<file path="src/rtl/tomasulo_cdb_sch.sv">
// CDB writeback scheduler: round-robin grant among reservation stations, gated by
// a slot-reservation shift vector so that no two results ever land on the CDB together.
module tomasulo_cdb_sch #(
  parameter int N     = 3,
  parameter int LAT_W = 3,
  parameter int SCH_W = 8
) (
  input  logic                 clk,
  input  logic                 rst,
  input  logic [N-1:0]         req,
  input  logic [N*LAT_W-1:0]   lat,
  output logic [N-1:0]         gnt,
  output logic [SCH_W-1:0]     sch_r,
  output logic                 cdb_vld,
  output logic [$clog2(N)-1:0] cdb_own
);

  localparam int OWN_W = $clog2(N);

  logic [LAT_W-1:0] lat_a    [N];
  logic [OWN_W-1:0] own      [SCH_W];
  logic [OWN_W-1:0] own_next [SCH_W];
  logic [OWN_W-1:0] rr_ptr, rr_next, win;
  logic [LAT_W-1:0] win_lat;
  logic [SCH_W-1:0] sch_next;
  logic [N-1:0]     legal, busy, elig;
  logic             found;
  int               idx;

  // A requester is eligible only if its latency is legal and its landing slot is still free.
  always_comb begin
    for (int i = 0; i < N; i++) begin
      lat_a[i] = lat[i*LAT_W +: LAT_W];
      legal[i] = (int'(lat_a[i]) + 1) <= (SCH_W - 1);
      busy[i]  = 1'b0;
      for (int k = 0; k < SCH_W; k++) begin
        if (k == int'(lat_a[i]) + 1) busy[i] = sch_r[k];
      end
      elig[i] = req[i] & legal[i] & ~busy[i];
    end
  end

  always_comb begin
    found   = 1'b0;
    win     = '0;
    win_lat = '0;
    idx     = 0;
    for (int j = 0; j < N; j++) begin
      idx = int'(rr_ptr) + j;
      if (idx >= N) idx = idx - N;
      if (!found && elig[idx]) begin
        found   = 1'b1;
        win     = OWN_W'(idx);
        win_lat = lat_a[idx];
      end
    end
    gnt = found ? (N'(1) << win) : '0;
    rr_next = rr_ptr;
    if (found) rr_next = (int'(win) == N - 1) ? '0 : win + OWN_W'(1);
  end

  // Grant at t with latency L lands at t+L+1, i.e. bit L of the already-shifted vector.
  always_comb begin
    sch_next = sch_r >> 1;
    for (int k = 0; k < SCH_W - 1; k++) own_next[k] = own[k+1];
    own_next[SCH_W-1] = '0;
    for (int k = 0; k < SCH_W; k++) begin
      if (found && k == int'(win_lat)) begin
        sch_next[k] = 1'b1;
        own_next[k] = win;
      end
    end
  end

  always_ff @(posedge clk) begin
    if (rst) begin
      sch_r  <= '0;
      rr_ptr <= '0;
      for (int k = 0; k < SCH_W; k++) own[k] <= '0;
    end else begin
      sch_r  <= sch_next;
      rr_ptr <= rr_next;
      for (int k = 0; k < SCH_W; k++) own[k] <= own_next[k];
    end
  end

  assign cdb_vld = sch_r[0];
  assign cdb_own = sch_r[0] ? own[0] : '0;

  always_ff @(posedge clk) begin
    if (!rst) begin
      assert ($onehot0(gnt)) else $error("gnt not one-hot");
      assert ((gnt & ~req) == '0) else $error("gnt not subset of req");
      for (int i = 0; i < N; i++) begin
        if (req[i]) assert (legal[i]) else $error("illegal latency on requester %0d", i);
      end
      for (int k = 0; k < SCH_W; k++) begin
        if (found && k == int'(win_lat) + 1) assert (!sch_r[k]) else $error("granted slot already set");
      end
    end
  end

endmodule
</file>
<file path="config.mk">
export PLATFORM = sky130hd
export DESIGN_NAME = tomasulo_cdb_sch
export DESIGN_NICKNAME = d
export VERILOG_FILES = /design/src/rtl/tomasulo_cdb_sch.sv
export SDC_FILE = /design/constraint.sdc
export NUM_CORES = 1
export LEC_CHECK = 0
export ABC_AREA = 1
export BUFFER_PORTS_ARGS = -buffer_cell sky130_fd_sc_hd__buf_2
export CAP_MARGIN = 20
export CORE_UTILIZATION = 35
export DETAILED_ROUTE_END_ITERATION = 7
export GPL_TIMING_DRIVEN = 0
export PLACE_DENSITY = 0.58
export SYNTH_ARGS = -nofsm -noshare
export SYNTH_HDL_FRONTEND = slang
export SYNTH_SLANG_ARGS = --single-unit
</file>
<file path="constraint.sdc">
create_clock -name clk -period 6 [get_ports clk]
set_input_delay 0.9 -clock clk [delete_from_list [all_inputs] [get_ports clk]]
set_output_delay 0.9 -clock clk [all_outputs]
set_load 0.05 [all_outputs]
</file>
Word level (Yosys, flattened, before mapping). Memories as Yosys holds them, arrays and structs flattened. Index checks and enable logic that the tools add are counted.

Add/subtract/negate cells: 9. Multiply operators: 0. Div/mod/pow operators: 0. $lt $le $gt $ge: 12. Equality and inequality tests: 29. Shifts and indexed selects: 1. Mux-type cells: 84. Bitwise logic cells: 20. Reduce and logical (&&, ||, !) cells: 16.

Operators by type and width (count): 4-bit by 32-bit equality test with 1-bit output (first input constant) (9); 3-bit by 32-bit equality test with 1-bit output (first input constant) (6); 2-bit by 32-bit equality test with 1-bit output (first input constant) (3); 32-bit by 3-bit greater-or-equal comparator with 1-bit output (second input constant) (3); 32-bit by 4-bit less-or-equal comparator with 1-bit output (second input constant) (3); 32-bit zero test (3); 32-bit by 4-bit less-than comparator with 1-bit output (second input constant) (3); 32-bit two-way mux (3); 32-bit inverter (3); 1-bit two-way mux (44); 2-bit two-way mux (21); 3-bit two-way mux (10); 3-bit binary-select mux with 2-bit select (3); 3-bit by 1-bit adder with 4-bit output (second input constant) (3); 3-bit equality test (first input constant) (4); 3-bit by 4-bit equality test with 1-bit output (first input constant) (3); 1-bit logical AND (10); 1-bit OR (8); 3-bit by 2-bit subtractor with 4-bit output (second input constant) (2); 1-bit bitwise AND (6); 1-bit binary-select mux with 2-bit select (3); 2-bit by 3-bit equality test with 1-bit output (first input constant) (2); 3-bit by 2-bit greater-or-equal comparator with 1-bit output (second input constant) (2); 2-bit by 1-bit adder with 3-bit output (second input constant) (1); other kinds (10) (13).

Register bits after elaboration: 10. Bits in latches: 0. Memory bits (writable): 16. ROM bits: 0. Bits of input ports: 14. Output and inout port bits: 14. Logic and storage cells: 174. Memories kept: 1.

Memory list: own (depth 8, width 2, rd ports 8, clocked after Yosys merged registers in 0, write ports 8, line 21) `logic [OWN_W-1:0] own [SCH_W];`.

Logic depth before layout (Yosys ltp).
Word-level depth: 26. Gate-level depth with buffers: 17. Depth with buffers taken out: 17.

Worst setup path after synthesis. Ideal clock, no wire load.

Path kind: in2out. Start point: input lat[6]. End point: output gnt[0]. Arrival: 2.448 ns. Data required time: 5.100 ns. Path slack: 2.652 ns. Stages on the path: 12. Buffers on the path: 1. Cells stage by stage: a21oi_1 -> o21ai_0 -> a21boi_2 -> nand3_2 -> nand2_4 -> nand2_4 -> buf_6 -> nand3_1 -> nand2_1 -> nor2_4 -> nand3_1 -> inv_1.

Word-level cells in the longest chain between the ends: 24. Elaborated cells between the ends (all ways): 42. Classes of those cells: add/sub: 1; order compare: 1; eq/ne: 7; shift: 1; mux: 24; bitwise: 3; reduce/logical: 5.

RTL lines: from (decl) (line 11) `input logic [N*LAT_W-1:0] lat,`; 3-bit by 1-bit adder with 4-bit output (*) (line 34, 37); 32-bit zero test (line 37) `if (k == int'(lat_a[i]) + 1) busy[i] = sch_r[k];`; 1-bit two-way mux (8 in series) (line 37); 1-bit inverter (line 39) `elig[i] = req[i] & legal[i] & ~busy[i];`; 1-bit bitwise AND (*) (line 39); 1-bit binary-select mux with 2-bit select (line 51) `if (!found && elig[idx]) begin`; 1-bit two-way mux (not written as such) (2 in series) (line 51); 1-bit two-way mux (line 51); 1-bit zero test (line 51); 1-bit logical AND (line 51); 1-bit two-way mux (line 51); 1-bit zero test (line 51); 1-bit logical AND (line 51); 2-bit two-way mux (line 51); 1-bit by 2-bit << shifter with 3-bit output (line 57) `gnt = found ? (N'(1) << win) : '0;`; 3-bit two-way mux (*) (line 57); to (decl) (line 12) `output logic [N-1:0] gnt,`.

Mark *: on every way between the ends. The rest lies on a longest branch, timed or not. The select of a mux whose other input is x is not followed.

Final worst setup path.
Start point: input lat[7]. End point: output gnt[0].

The elaborated chain is that of the path after synthesis.

==> metrics.txt <==
status=complete, no violations; Final Util=42.40%; Area growth syn-to-layout=14.55%; Crit Path Category=input pin to output port; antenna cell count=0; chip width=76.20 um; clock root buffer=clkbuf_8; Worst-Margin Slew=0.5190 ns; worst endpoint required time=5.10 ns; critical path endpoint category=output port; post-synthesis cell area=1927 sq um; largest net degree at the start of global routing=15; Slew HR=65.40%; RSZ-0062 raised after global routing=false; Post-Route Hold Slack=0.4672 ns; placed cell area=2152 sq um; clk_lat worst skew=0.27 ns; Synth warnings=0; cts bufs inserted=3; cell taking the most area after synthesis=dfxtp_1; register area share after synthesis=27.01%; starting density of the core=37.02%; Clock transition at path regs=0.09 ns; Bufs on Longest Clock Path=2; initial DRC count=111; post-route design area=2207 sq um; Total GRT Usage=18.11%; post-synthesis cell type count=24; Vias=1966; drt pass-1 iters=5; initial antenna violation count=0; die area=5806 sq um; Layout Nets=358; Antenna Nets Post-Route=0; CTS Sinks=26; Post-Syn Instances=309; Storage cell area=520.5 sq um; fin crit period=3.826 ns; maxcap violations=0; Startpoint Class=input pin; mean cell area of the mapped netlist=6.236 sq um; Filler Cells Inserted=582; Port Buffers=26; final period utilization=63.76%; RD Place Congestion=0.8730; Worst Path Arrival=2.93 ns; DRC violations left=0; crit-path max FO=10; Worst Hold Class=register to register; Area contributors post-synth=dfxtp_1, nand2_1, nand3_1, inv_1, nor2_1; Core ar.=5205 sq um; GRT overflow=0; Die H=76.20 um; vias per cell=4.783; Yosys reg bits=26; hold_buf cts=0; TritonCTS clock tree=yes; postcts setup bufs=0; Final setup viols=0; post-cts gate resize count=0; area of the multi-input gates=1161 sq um; Setup Skew=0.008801 ns; vias in the first global route=1899; I/O pins=28; fin. max-slew vios=0; achievable frequency=261.4 MHz; routed len/inst=11.74 um; share of the synthesized area in the top cell type=27.01%; layout cells sized above 1=19.65%; setup TNS=0 ns; first-pass GRT wire length=8.604 mm; endpoints failing hold=0; DP Wirelength=3.822 mm; Core Rows=26; Routed WL=4.826 mm; H-tree levels=1
## cell usage after synthesis, drive strengths merged
cell type  count
conb           1
a21boi         1
clkinv         1
nand2         75
buf            3
nor2          39
nand3         51
o21ai         15
ha             2
inv           56
o22ai          9
clkbuf         4
a21oi         18
nand3b         3
dfxtp         26
nand4          5
## sequential cells by signal, summed over array words and instances (netlist names)
register and flops:
sch_r 8, rr_ptr 2, own 16
## cell families (layout without fill, tap and decap cells)
logic type | Yosys count | count (layout) | share of synthesized area [%]
adder cells (fa/ha/maj) | 2 | 2 | 1.298
AO/OA/AOI/OAI | 43 | 43 | 12.08
other | 1 | 3 | 0.1946
flip-flops | 26 | 26 | 27.01
buffers and inverters | 64 | 94 | 13.12
AND/OR/NAND/NOR | 173 | 173 | 46.30
## worst paths after layout
check,start,to,slack (ns),cells after the start
max,lat[7],gnt[0],2.17,13
min,own[0][8]$_SDFF_PP0_,own[0][6]$_SDFF_PP0_,0.47,2
max reg2reg,rr_ptr[0]$_SDFFE_PP0P_,own[0][13]$_SDFF_PP0_,3.49,13
min reg2reg,own[0][8]$_SDFF_PP0_,own[0][6]$_SDFF_PP0_,0.47,2
## placed cells by master, fill, tap and decap left out
cell type / synthesis / routed
a21boi_2: 1 / 1
a21oi_1: 18 / 18
buf_2: 1 / 27
buf_4: 1 / 1
buf_6: 1 / 1
clkbuf_1: 4 / 4
clkbuf_8: 0 / 4
clkinv_1: 1 / 1
conb_1: 1 / 3
dfxtp_1: 26 / 26
ha_1: 2 / 2
inv_1: 53 / 53
inv_2: 3 / 3
nand2_1: 64 / 64
nand2_2: 7 / 7
nand2_4: 4 / 4
nand3_1: 41 / 41
nand3_2: 10 / 10
nand3b_1: 3 / 3
nand4_1: 5 / 5
nor2_1: 30 / 30
nor2_2: 2 / 2
nor2_4: 7 / 7
o21ai_0: 15 / 15
o22ai_1: 9 / 9
## through the flow
step / setup WS, ns / instances
after global placement: 2.186 / 407
after global routing: 1.989 / 411
after detailed placement: 2.209 / 407
final: 2.174 / 411
after floorplan: 2.652 / 311
after CTS: 2.204 / 411
## layout make-up
class / instances / area share [%]
plain buffers: 7 / 1.757
clock buffers: 4 / 2.494
inverters: 57 / 9.694
multi-input cells: 221 / 52.61
flip-flops and latches: 26 / 23.58
well taps: 70 / 3.968
repair buffers: 26 / 5.896
## worst max-delay path, stage by stage
cell and delay (ns):
buf_2 0.12, inv_1 0.12, a21oi_1 0.05, o21ai_0 0.08, nand3_1 0.21, nand3_1 0.15, nand3_1 0.21, nand3_1 0.26
nor2_1 0.11, nor2_4 0.25, nand3_1 0.14, inv_1 0.07, buf_2 0.25
## per-layer routing
| layer | share of wire [%] | vias to the layer above | global-route usage, % |
|---|---|---|---|
| li1 | - | 1053 | - |
| met1 | 48 | 866 | 24.03 |
| met2 | 47 | 41 | 30.64 |
| met3 | 3.3 | 6 | 2.156 |
| met4 | 1.3 | 0 | 5.385 |
| met5 | 0 | - | 0 |
Power is not shown: default switching activity piles up to over one toggle a cycle in this logic, so the estimate is an artifact.
